### src/rtl/mcp3208_emul.sv
// MCP3208 SPI ADC responder: decodes start/SGL/D2..D0 and returns a 12-bit sample
// from sample_flat. All pins are oversampled in the clock domain (clock >= 8x SPI CLK).
module mcp3208_emul #(
    parameter bit LSB_TAIL = 1'b1
) (
    input  logic        clock,
    input  logic        reset,
    input  logic        CS,
    input  logic        CLK,
    input  logic        DIN,
    output logic        DOUT,
    output logic        DOUT_oe,
    input  logic [95:0] sample_flat,
    output logic        conv_strobe,
    output logic [2:0]  conv_chan,
    output logic        conv_sgl,
    output logic        abort,
    output logic        busy
);
    // IDLE: CS high | WAIT_START: skip leading zeros | CMD: SGL,D2..D0
    // SAMPLE: sample period + null bit | MSB: B11..B0 | TAIL: LSB-first echo or zeros
    typedef enum logic [2:0] {
        S_IDLE, S_WAIT_START, S_CMD, S_SAMPLE, S_MSB, S_TAIL
    } state_t;

    state_t      r_state, w_state_nxt;
    logic        r_cs_s1, r_cs_s2, r_clk_s1, r_clk_s2, r_clk_d, r_din_s1, r_din_s2;
    logic        w_rise, w_fall;
    logic [3:0]  r_cnt, w_cnt_nxt;
    logic [2:0]  r_cmd, w_cmd_nxt;
    logic [11:0] r_sample, w_sample_nxt;
    logic        r_dout, w_dout_nxt;
    logic        r_oe, w_oe_nxt;
    logic        r_strobe, w_strobe_nxt;
    logic        r_abort, w_abort_nxt;
    logic        r_busy, w_busy_nxt;
    logic        r_sgl, w_sgl_nxt;
    logic [2:0]  r_chan, w_chan_nxt;
    logic [2:0]  w_cmd_chan;
    logic [6:0]  w_base;

    always_ff @(posedge clock or posedge reset) begin
        if (reset) begin
            r_cs_s1  <= 1'b1;
            r_cs_s2  <= 1'b1;
            r_clk_s1 <= 1'b0;
            r_clk_s2 <= 1'b0;
            r_clk_d  <= 1'b0;
            r_din_s1 <= 1'b0;
            r_din_s2 <= 1'b0;
        end else begin
            r_cs_s1  <= CS;
            r_cs_s2  <= r_cs_s1;
            r_clk_s1 <= CLK;
            r_clk_s2 <= r_clk_s1;
            r_clk_d  <= r_clk_s2;
            r_din_s1 <= DIN;
            r_din_s2 <= r_din_s1;
        end
    end

    assign w_rise     = r_clk_s2 & ~r_clk_d;
    assign w_fall     = ~r_clk_s2 & r_clk_d;
    assign w_cmd_chan = {r_cmd[1:0], r_din_s2};
    assign w_base     = 7'(w_cmd_chan) * 7'd12;

    always_ff @(posedge clock or posedge reset) begin
        if (reset) r_state <= S_IDLE;
        else       r_state <= w_state_nxt;
    end

    always_comb begin
        w_state_nxt  = r_state;
        w_cnt_nxt    = r_cnt;
        w_cmd_nxt    = r_cmd;
        w_sample_nxt = r_sample;
        w_dout_nxt   = r_dout;
        w_oe_nxt     = r_oe;
        w_busy_nxt   = r_busy;
        w_sgl_nxt    = r_sgl;
        w_chan_nxt   = r_chan;
        w_strobe_nxt = 1'b0;
        w_abort_nxt  = 1'b0;
        // CS release outranks any CLK edge detected in the same cycle
        if (r_state != S_IDLE && r_cs_s2) begin
            w_state_nxt = S_IDLE;
            w_oe_nxt    = 1'b0;
            w_dout_nxt  = 1'b0;
            w_busy_nxt  = 1'b0;
            w_abort_nxt = (r_state == S_CMD) || (r_state == S_SAMPLE) || (r_state == S_MSB);
        end else begin
            case (r_state)
                S_IDLE: begin
                    if (!r_cs_s2) begin
                        w_state_nxt = S_WAIT_START;
                        w_busy_nxt  = 1'b1;
                    end
                end
                S_WAIT_START: begin
                    if (w_rise && r_din_s2) begin
                        w_state_nxt = S_CMD;
                        w_cnt_nxt   = 4'd0;
                    end
                end
                S_CMD: begin
                    if (w_rise) begin
                        w_cmd_nxt = {r_cmd[1:0], r_din_s2};
                        w_cnt_nxt = r_cnt + 4'd1;
                        if (r_cnt == 4'd3) begin
                            w_sample_nxt = sample_flat[w_base +: 12];
                            w_strobe_nxt = 1'b1;
                            w_chan_nxt   = w_cmd_chan;
                            w_sgl_nxt    = r_cmd[2];
                            w_state_nxt  = S_SAMPLE;
                            w_cnt_nxt    = 4'd0;
                        end
                    end
                end
                S_SAMPLE: begin
                    if (w_rise) begin
                        w_cnt_nxt = 4'd1;
                    end else if (w_fall && r_cnt == 4'd1) begin
                        w_dout_nxt  = 1'b0;
                        w_oe_nxt    = 1'b1;
                        w_state_nxt = S_MSB;
                        w_cnt_nxt   = 4'd0;
                    end
                end
                S_MSB: begin
                    if (w_fall) begin
                        w_dout_nxt = r_sample[4'd11 - r_cnt];
                        w_cnt_nxt  = r_cnt + 4'd1;
                        if (r_cnt == 4'd11) begin
                            w_state_nxt = S_TAIL;
                            w_cnt_nxt   = 4'd0;
                        end
                    end
                end
                S_TAIL: begin
                    if (w_fall) begin
                        if (LSB_TAIL && r_cnt < 4'd11) begin
                            w_dout_nxt = r_sample[r_cnt + 4'd1];
                            w_cnt_nxt  = r_cnt + 4'd1;
                        end else begin
                            w_dout_nxt = 1'b0;
                        end
                    end
                end
                default: w_state_nxt = S_IDLE;
            endcase
        end
    end

    always_ff @(posedge clock or posedge reset) begin
        if (reset) begin
            r_cnt    <= 4'd0;
            r_cmd    <= 3'd0;
            r_sample <= 12'd0;
            r_dout   <= 1'b0;
            r_oe     <= 1'b0;
            r_strobe <= 1'b0;
            r_abort  <= 1'b0;
            r_busy   <= 1'b0;
            r_sgl    <= 1'b0;
            r_chan   <= 3'd0;
        end else begin
            r_cnt    <= w_cnt_nxt;
            r_cmd    <= w_cmd_nxt;
            r_sample <= w_sample_nxt;
            r_dout   <= w_dout_nxt;
            r_oe     <= w_oe_nxt;
            r_strobe <= w_strobe_nxt;
            r_abort  <= w_abort_nxt;
            r_busy   <= w_busy_nxt;
            r_sgl    <= w_sgl_nxt;
            r_chan   <= w_chan_nxt;
        end
    end

    assign DOUT        = r_dout & r_oe;
    assign DOUT_oe     = r_oe;
    assign conv_strobe = r_strobe;
    assign conv_chan   = r_chan;
    assign conv_sgl    = r_sgl;
    assign abort       = r_abort;
    assign busy        = r_busy;
endmodule
### config.mk
export PLATFORM = sky130hd
export DESIGN_NAME = mcp3208_emul
export DESIGN_NICKNAME = d
export VERILOG_FILES = /design/src/rtl/mcp3208_emul.sv
export SDC_FILE = /design/constraint.sdc
export NUM_CORES = 1
export LEC_CHECK = 0
export BUFFER_PORTS_ARGS = -buffer_cell sky130_fd_sc_hd__buf_2
export CAP_MARGIN = 10
export CORE_MARGIN = 4
export CORE_UTILIZATION = 45
export CTS_BUF_LIST = sky130_fd_sc_hd__clkbuf_8
export CTS_CLUSTER_SIZE = 10
export DETAILED_ROUTE_END_ITERATION = 7
export PLACE_DENSITY = 0.79
export SLEW_MARGIN = 20
export SYNTH_ARGS = -nofsm -noshare
export SYNTH_HDL_FRONTEND = slang
export SYNTH_SLANG_ARGS = --single-unit
### constraint.sdc
create_clock -name clock -period 2.3 [get_ports clock]
set_clock_uncertainty 0.2 [all_clocks]
set_input_delay 0.46 -clock clock [delete_from_list [all_inputs] [get_ports clock]]
set_output_delay 0.46 -clock clock [all_outputs]
set_load 0.01 [all_outputs]
==> metrics.md, run 1 <==
| Metric | Value |
|---|---|
| Outcome | `complete, no violations` |
| Worst R2R Start | `r_state[0]$_DFFE_PP0P_` |
| Total grt overflow | `0` |
| Clk_lat worst skew | `290 ps` |
| Largest net degree at the start of global routing | `39` |
| H-tree depth | `2` |
| CP Class | `reg -> reg` |
| PwrDens | `approximately 740 mW/mm^2` |
| Via count | `between 2000 and 2500` |
| Seq/Total Area, Yosys | `36.8%` |
| # IOs | `110` |
| Post-cts hold buffer count | `0` |
| MaxCap Viol Count | `0` |
| Critical Path RT | `2330 ps` |
| HPWL after DPL | `~5300 um` |
| Number of diodes | `0` |
| Clock Path Buffers | `2` |
| FP Rows | `27` |
| Crit path arrival time | `2280 ps` |
| DRT iter0 DRCs | `83` |
| Hold Fails Final Rpt | `0` |
| CTS Root Cell | `clkbuf_8` |
| Worst Hold Slack | `56.9 ps` |
| Nets@finish | `~450` |
| Distinct cells, synth | `45` |
| DRC violations left | `0` |
| Leak | `1.63 nW` |
| Critical Path Source | `r_state[0]$_DFFE_PP0P_` |
| Post-Syn Nets | `about 330` |
| Cts bufs inserted | `5` |
| Initial Utilization | `46.8%` |
| Ys async rst share | `100%` |
| Post-route ant nets | `0` |
| Post-Syn Area | `about 0.0026 mm^2` |
| Leading area contributor after synthesis | `dfrtp_1` |
| RSZ-0062 raised after global routing | `yes` |
| DP Worst Slack | `-8.57 ps` |
| Port Buffers | `109` |
| Synth area leaders | `dfrtp_1 35%, mux4_2 22%, mux2i_1 7.7%` |
| CTS Sinks | `38` |
| Chip Height | `83.9 um` |
| Overall Power | `2.62 mW` |
| Rel. slew slack | `54.3%` |
| Core box area | `approximately 0.0055 mm^2` |
| Layout area overhead | `36.4%` |
| Slew Limit Fails | `0` |
| Worst min path class | `in -> async` |
| Synth Warn # | `0` |
| Router iterations before antenna repair | `4` |
| Syn avg cell area | `11.7 um^2` |
| Crit-path max FO | `6` |
| Dpl cells | `399` |
| Post-synth EDFFs | `0` |
| Clk slew on worst S/H paths | `around 80 ps` |
| CTS tree | `built` |
| Nature of the critical path startpoint | `flip-flop` |
| Yosys top cell area share | `34.7%` |
| Total GRT Usage | `18.7%` |
| Non-Filler Instances | `415` |
| Die Span X | `~84 um` |
| Vias in the first global route | `2374` |
| Worst Tran Pin Value | `685 ps` |
| Initial antenna violation count | `0` |
| Post-Synthesis Cells | `221` |
| Via/cell ratio | `about 5.6` |
| Share of cells above drive strength 1 | `55.1%` |
| Final min period | `2260 ps` |
| Die Area | `0.00704 mm^2` |
| WL per Instance | `16.8 um` |
| CP endpoint kind | `flip-flop` |
| Crit share post-route | `a little over nine tenths` |
| VDD IR max | `0.000395 V` |
| Final GP Congestion | `0.855` |
| Predominant post-synthesis flop cell | `dfrtp_1` |
| Peak Freq | `443 MHz` |
| Endpoints failing setup | `0` |
| Total wire length | `6960 um` |
| First-pass GRT wire length | `approximately 11000 um` |
| Yosys reg bits | `38` |
| Final WS setup | `44.0 ps` |
==> cells by family after synthesis <==
logic type      count (synthesis)  share of synthesized area, %
compound gates                 42                          11.7
xor+xnor                        2                         0.675
fa+ha+maj                       6                          2.89
buf+inv                        27                          4.49
flops                          38                          36.8
mux                            53                          32.9
simple gates                   53                          10.6
==> state kept, by name, summed over array words and instances, names as in the netlist, 3 cells and up <==
name and flops:
r_state 3, conv_chan 3, r_cnt 4, r_cmd 3, r_sample 12
==> critical path: stages (launching register included) <==
cell and delay, ps:
dfrtp_1 390, or3_4 410, ha_4 200, or4bb_4 560, a2111oi_4 290, a311o_1 140
==> where the power goes <==
part	total [mW]	switching [mW]	internal, mW
Combinational	1.30	0.623	0.678
Clock	0.478	0.237	0.241
Sequential	0.841	0.0888	0.752
Total	2.62	0.949	1.67
==> worst paths after layout <==
kind | to | slack [ps] | cells past startpoint
min in group clock | r_cs_s1$_DFF_PP1_ | 70 | 1
max | r_dout$_DFFE_PP0P_ | 40 | 5
min reg2reg | r_din_s2$_DFF_PP0_ | 160 | 0
max reg2reg | r_dout$_DFFE_PP0P_ | 40 | 5
max in group asynchronous | r_cs_s1$_DFF_PP1_ | 1480 | 3
min | r_state[1]$_DFFE_PP0P_ | 60 | 3
==> stage by stage <==
step / util [%] / cell area (um^2) / setup TNS, ps
2_1_floorplan: - / 2620 / 0
3_3_place_gp: 59.3 / 3290 / 0
3_5_place_dp: 59.3 / 3290 / -22.7
4_1_cts: 61.3 / 3400 / 0
5_1_grt: 63.8 / 3540 / -192
6_report: 63.8 / 3540 / 0
==> Yosys cell counts (3+ instances only) <==
| library cell | count |
|---|---|
| dfrtp_1 | 36 |
| mux4_2 | 25 |
| mux2i_1 | 20 |
| nand2_1 | 18 |
| o21ai_1 | 12 |
| inv_1 | 10 |
| buf_2 | 9 |
| nor2_1 | 9 |
| ha_1 | 6 |
| a21oi_1 | 5 |
| clkbuf_1 | 5 |
| nor2b_1 | 5 |
| o21ai_0 | 5 |
| mux2_1 | 4 |
| mux2_2 | 4 |
| nand3_1 | 4 |
| o31ai_1 | 3 |
| or2_1 | 3 |
==> layer usage <==
layer | global-route usage (%) | vias to the layer above | wire length [um]
met5 | 0 | - | 0
met4 | 6.87 | 0 | 172
met3 | 5.33 | 16 | 499
met2 | 33.5 | 93 | 3700
met1 | 20.9 | 1110 | 2590
li1 | - | 1089 | -
==> cells in the final DEF (no fill, tap or decap), types with 2 or more instances in the layout <==
| cell | n |
|---|---|
| a21oi_1 | 4 |
| a31oi_1 | 2 |
| and2_1 | 2 |
| buf_2 | 109 |
| buf_4 | 19 |
| clkbuf_8 | 6 |
| dfrtp_1 | 36 |
| dfstp_2 | 2 |
| ha_1 | 4 |
| inv_1 | 10 |
| mux2_1 | 4 |
| mux2_2 | 4 |
| mux2i_1 | 20 |
| mux4_2 | 25 |
| nand2_1 | 18 |
| nand3_1 | 4 |
| nand3b_1 | 2 |
| nor2_1 | 9 |
| nor2b_1 | 5 |
| nor3_2 | 2 |
| o211ai_1 | 2 |
| o21ai_0 | 5 |
| o21ai_1 | 12 |
| o31ai_2 | 2 |
| or2_4 | 2 |
| or4_1 | 2 |
==> area by class of cell <==
class                   count  area (um^2)
inverters                  10         37.5
clock inverters             2         12.5
multi-input cells         156         1630
well taps                  72         90.1
fillers                   425         2000
repair buffers            131          728
clock buffers               6         82.6
flip-flops and latches     38          953
==> timing repair <==
action	in CTS	in global routing
pin swaps	0	3
gates resized for setup	3	14
setup endpoints to repair	13	19
hold endpoints to repair	0	0
setup buffers	0	8
(Power assumes the default switching activity.)
==> run 2: changes to the inputs <==
==> constraint.sdc (replaced) <==
create_clock -name clock -period 2.03 [get_ports clock]
set_clock_uncertainty 0.2 [all_clocks]
set_input_delay 0.406 -clock clock [delete_from_list [all_inputs] [get_ports clock]]
set_output_delay 0.406 -clock clock [all_outputs]
set_load 0.01 [all_outputs]
==> run 2 against run 1 <==
  * The flow now finishes with violations (negative setup slack)
  * Non-clock buffer count is 13 higher
  * Setup slack worse by 210 ps
  * Fmax is 2.7% higher
  * Die area stayed put
  * Sequential share of layout area is 2.5 points lower
  * Routed wire length is 13% higher
  * Combinational power is 28% higher
  * Sequential power is 15% higher
==> metrics.md, run 2 (synthesis results as in run 1) <==
| Metric | Value |
|---|---|
| Biggest regs | `r_sample (12), r_cnt (4)` |
| Sw frac | `between 30 and 40%` |
| Vias in the first global route | `2648` |
| CTS Sinks | `38` |
| H-tree depth | `2` |
| Most common cell after layout, fill and taps aside | `buf_2` |
| CTS tree | `built` |
| Number of diodes | `0` |
| First-pass GRT wire length | `12100 um` |
| CTS Root Cell | `clkbuf_8` |
| Crit-path max FO | `8` |
| Router iterations before antenna repair | `4` |
| Worst min path class | `in -> reg` |
| Proportion of power drawn by flip-flops and latches | `28.3%` |
| # IOs | `110` |
| Total grt overflow | `0` |
| Critical Path RT | `between 2000 and 2500 ps` |
| Die Area | `0.00704 mm^2` |
| Rel. slew slack | `53.3%` |
| RSZ-0062 raised after global routing | `yes` |
| Clk_lat worst skew | `290 ps` |
| Nature of the critical path startpoint | `flip-flop` |
| Final GP Congestion | `0.848` |
| Worst Hold Slack | `11.5 ps` |
| Slew Limit Fails | `0` |
| Die Span X | `83.9 um` |
| Total wire length | `7830 um` |
| Pint | `around 2.2 mW` |
| Nets@finish | `463` |
| Initial Utilization | `46.8%` |
| Via/cell ratio | `between 5 and 6` |
| FP Rows | `27` |
| Leak | `1.79 nW` |
| Power share of the combinational group | `48.5%` |
| RR Endpoint | `r_dout$_DFFE_PP0P_` |
| Clock power frac | `between 20% and 30%` |
| Clock Path Buffers | `2` |
| MaxCap Viol Count | `0` |
| Via count | `~2400` |
| Overall Power | `3.42 mW` |
| CP Class | `reg -> reg` |
| Crit share post-route | `108%` |
| Cells on worst reg2reg path | `5` |
| Worst R2R Setup Slack | `-170 ps` |
| Endpoints failing setup | `25` |
| HPWL after DPL | `5540 um` |
| VDD IR max | `about 0.00054 V` |
| Clk slew on worst S/H paths | `80 ps` |
| Chip Height | `83.9 um` |
| Initial antenna violation count | `0` |
| Core box area | `0.00554 mm^2` |
| Final WS setup | `-167 ps` |
| Hold Fails Final Rpt | `0` |
| Failing checks | `negative setup slack` |
| WL per Instance | `around 18 um` |
| Worst Tran Pin Value | `701 ps` |
| Most flops, register | `r_sample` |
| Hold Path Sink | `r_cs_s1$_DFF_PP1_` |
| Largest net degree at the start of global routing | `39` |
| Total GRT Usage | `21.2%` |
| Hold path depth | `1` |
| DRC violations left | `0` |
| Worst Hold Launch | `CS` |
| Final core occ | `a little over two thirds` |
| Commonest cells after routing, fill and taps aside | `109 x buf_2, 36 x dfrtp_1, 26 x buf_4` |
| Share of cells above drive strength 1 | `62.7%` |
| Max reg flops | `12` |
| Peak Freq | `455 MHz` |
| Layout area overhead | `50.0%` |
| DRT iter0 DRCs | `approximately 110` |
| Final min period | `between 2000 and 2500 ps` |
| PwrDens | `879 mW/mm^2` |
| Cts bufs inserted | `5` |
| Sw power | `1.18 mW` |
| Outcome | `finished with violations` |
| Fillers | `380` |
| Crit path arrival time | `2230 ps` |
| Port Buffers | `109` |
| Worst R2R Start | `r_state[2]$_DFFE_PP0P_` |
| CP endpoint kind | `flip-flop` |
| Post-route ant nets | `0` |
## run 2: cell count changes in the layout (fill, tap and decap cells not counted), sizes merged
cell      before  now
clkinvlp       1    0
clkbuf         7    8
bufinv         0    2
buf          130  142
or2            3    4
clkinv         1    0
## run 2: power by group through the flow
stage          sequential (mW)  combinational, mW  clock (mW)
2_1_floorplan            0.921               1.02           0
3_3_place_gp             0.964               1.32           0
3_5_place_dp             0.971               1.35           0
4_1_cts                  0.960               1.51       0.801
5_1_grt                  0.980               1.79       0.837
6_report                 0.966               1.66       0.795
## run 2: how the worst max path moves through the flow
stage	start	cells past startpoint	slack, ps	to
final	r_state[2]$_DFFE_PP0P_	5	-170	r_dout$_DFFE_PP0P_
after global routing	r_state[2]$_DFFE_PP0P_	5	-250	r_dout$_DFFE_PP0P_
after global placement	r_cnt[0]$_DFFE_PP0P_	5	-180	r_dout$_DFFE_PP0P_
after CTS	r_state[0]$_DFFE_PP0P_	5	-130	r_dout$_DFFE_PP0P_
after floorplan	r_state[1]$_DFFE_PP0P_	8	-230	conv_chan[0]$_DFFE_PP0P_
after detailed placement	r_cnt[2]$_DFFE_PP0P_	7	-230	r_cnt[2]$_DFFE_PP0P_
## run 2: what timing repair did
item	CTS	global route
cloned	0	4
gates resized for setup	32	23
setup buffers	4	4
pin swaps	19	13
endpoints found under the setup margin	25	29
hold endpoints to repair	0	0
hold buffers	0	0
## run 2: through the flow
| step | instances | TNS, ps | worst slack [ps] | cell area (um^2) |
|---|---|---|---|---|
| 2_1_floorplan | 221 | -4030 | -232 | 2630 |
| 3_3_place_gp | 412 | -2750 | -180 | 3380 |
| 3_5_place_dp | 412 | -3790 | -233 | 3380 |
| 4_1_cts | 423 | -1470 | -134 | 3690 |
| 5_1_grt | 429 | -5030 | -246 | 3890 |
| 6_report | 429 | -2490 | -167 | 3890 |
## run 2: cell type report
class	count	area, um^2	share of cell area, %
clock buffers	6	82.6	2.12
clock inverters	2	60.1	1.54
inverters	10	37.5	0.965
multi-input cells	157	1780	45.8
flip-flops and latches	38	953	24.5
well taps	72	90.1	2.32
repair buffers	144	887	22.8
## run 2: worst max-delay path, cell delays in order (launching register included)
cell and delay [ps]:
dfrtp_1 380, or3_4 410, ha_4 210, or4bb_1 520, a2111oi_2 250, a311o_1 170
## run 2: metal layers
| layer | part of all wire [%] | track usage (%) | up-vias |
|---|---|---|---|
| met2 | 55 | 38.7 | 116 |
| met5 | 0 | 0 | - |
| li1 | - | - | 1111 |
| met3 | 6.9 | 4.84 | 21 |
| met1 | 35 | 24.0 | 1191 |
| met4 | 3.1 | 7.60 | 0 |
==> run 3: changes to the inputs <==
--- a/config.mk
+++ b/config.mk
@@ -5,6 +5,7 @@
 export SDC_FILE = /design/constraint.sdc
 export NUM_CORES = 1
 export LEC_CHECK = 0
+export ABC_CLOCK_PERIOD_IN_PS = 2029
 export BUFFER_PORTS_ARGS = -buffer_cell sky130_fd_sc_hd__buf_2
 export CAP_MARGIN = 10
 export CORE_MARGIN = 4
@@ -13,6 +14,7 @@
 export CTS_CLUSTER_SIZE = 10
 export DETAILED_ROUTE_END_ITERATION = 7
 export PLACE_DENSITY = 0.79
+export RECOVER_POWER = 25
 export SLEW_MARGIN = 20
 export SYNTH_ARGS = -nofsm -noshare
 export SYNTH_HDL_FRONTEND = slang
==> run 3 against run 2 <==
  * The run still ends with negative setup slack left
  * Largest power group unchanged
  * Register-to-register slack is essentially flat
  * Highest routed layer unchanged
  * Count of clock-buffer cells in the layout is the same
  * Routed wire length is essentially flat
  * Clock power is essentially flat
  * Hold slack lost 0.55 ps
  * Non-clock buffer count is the same
  * Sequential share of layout area is essentially flat
==> metrics.md, run 3 (synthesis results as in run 1) <==
| Metric | Value |
|---|---|
| Core box area | `0.00554 mm^2` |
| Clk slew on worst S/H paths | `80 ps` |
| DRT iter0 DRCs | `roughly 110` |
| CTS Root Cell | `clkbuf_8` |
| Biggest regs | `r_sample (12), r_cnt (4)` |
| HPWL after DPL | `5540 um` |
| Fillers | `380` |
| Total grt overflow | `0` |
| MaxCap Viol Count | `0` |
| RSZ-0062 raised after global routing | `yes` |
| Port Buffers | `between 100 and 150` |
| Leak | `1.79 nW` |
| Total wire length | `7840 um` |
| Rel. slew slack | `between 30% and 40%` |
| Initial Utilization | `46.8%` |
| H-tree depth | `2` |
| Largest net degree at the start of global routing | `39` |
| Number of diodes | `0` |
| Outcome | `finished with violations` |
| Worst Tran Pin Value | `about 940 ps` |
| Max reg flops | `12` |
| # IOs | `110` |
| DP Worst Slack | `-233 ps` |
| Crit-path max FO | `8` |
| Hold Fails Final Rpt | `0` |
| Failing checks | `negative setup slack` |
| Post-route ant nets | `0` |
| Slew Limit Fails | `0` |
| Die Span X | `83.9 um` |
| Worst min path class | `in -> reg` |
| VDD IR max | `around 0.00054 V` |
| CTS tree | `built` |
| CP endpoint kind | `flip-flop` |
| Initial antenna violation count | `0` |
| Clk_lat worst skew | `290 ps` |
| Total GRT Usage | `21.2%` |
| Die Area | `0.00704 mm^2` |
| DRC violations left | `0` |
| PwrDens | `about 880 mW/mm^2` |
| Vias in the first global route | `2648` |
| Chip Height | `83.9 um` |
| Via count | `roughly 2400` |
| Final core occ | `around 70%` |
| Most common cell after layout, fill and taps aside | `buf_2` |
| Peak Freq | `453 MHz` |
| Cts bufs inserted | `5` |
| Endpoints failing setup | `26` |
| Layout area overhead | `49.9%` |
| Final WS setup | `-177 ps` |
| Crit path arrival time | `2240 ps` |
| Nets@finish | `463` |
| Share of cells above drive strength 1 | `62.7%` |
| Overall Power | `3.42 mW` |
| Router iterations before antenna repair | `4` |
| Most flops, register | `r_sample` |
| CTS Sinks | `38` |
| Nature of the critical path startpoint | `flip-flop` |
| WL per Instance | `between 15 and 20 um` |
| Final min period | `2210 ps` |
| Critical Path RT | `2060 ps` |
| CP Class | `reg -> reg` |
| Via/cell ratio | `5.64` |
| Commonest cells after routing, fill and taps aside | `109 x buf_2, 36 x dfrtp_1, 25 x mux4_2, 25 x buf_4, 20 x mux2i_1` |
| Clock Path Buffers | `2` |
| FP Rows | `27` |
| First-pass GRT wire length | `12100 um` |
| Final GP Congestion | `around 0.85` |
| Crit share post-route | `109%` |
==> run 3: critical path: stages, from the launching register on <==
cell,delay (ps)
dfrtp_1,380
or3_4,410
ha_4,210
or4bb_1,530
a2111oi_2,250
a311o_1,170
==> run 3: where the power goes <==
group          switching (mW)  internal, mW  leakage, nW
clock network           0.270         0.524       0.0714
logic                   0.794         0.864         1.28
registers               0.114         0.852        0.440
total                    1.18          2.24         1.79
==> run 3: layer usage <==
layer / wire (um) / global-route usage (%)
met3: 464 / 4.84
met4: 227 / 7.60
met1: 2850 / 24.0
met5: 0 / 0
met2: 4290 / 38.7
==> run 3: timing repair <==
action | 4_1_cts | 5_1_grt
endpoints found under the setup margin | 25 | 29
gates resized for setup | 32 | 23
buffers inserted | 4 | 4
hold buffers | 0 | 0
pin swaps | 19 | 13
gates cloned | 0 | 4
==> run 3: area by class of cell <==
class	count	area (um^2)	share of cell area, %
repair buffers	144	885	22.7
flip-flops and latches	38	953	24.5
clock buffers	6	82.6	2.12
well taps	72	90.1	2.32
inverters	10	37.5	0.965
multi-input cells	157	1780	45.8
clock inverters	2	60.1	1.54
==> run 3: path summary, 6_finish.rpt <==
path                            slack [ps]                      end  depth (start not counted)                    from
worst max-delay path                  -180       r_dout$_DFFE_PP0P_                          5  r_state[2]$_DFFE_PP0P_
worst min-delay path                    10        r_cs_s1$_DFF_PP1_                          1                      CS
min in group asynchronous              190      DOUT_oe$_DFFE_PP0P_                          3                   reset
worst min register to register         160        r_cs_s2$_DFF_PP1_                          0       r_cs_s1$_DFF_PP1_
max in group asynchronous              860  r_sample[1]$_DFFE_PP0P_                          3                   reset
worst max register to register        -180       r_dout$_DFFE_PP0P_                          5  r_state[2]$_DFFE_PP0P_
==> run 3: metrics by stage <==
step	instance area, um^2	TNS [ps]	hold WS [ps]	instances
after floorplan	2630	-4030	131	221
after global placement	3380	-2750	134	412
after detailed placement	3380	-3790	146	412
after CTS	3690	-1470	6.69	423
after global routing	3890	-5030	2.48	429
final	3890	-2520	11.0	429
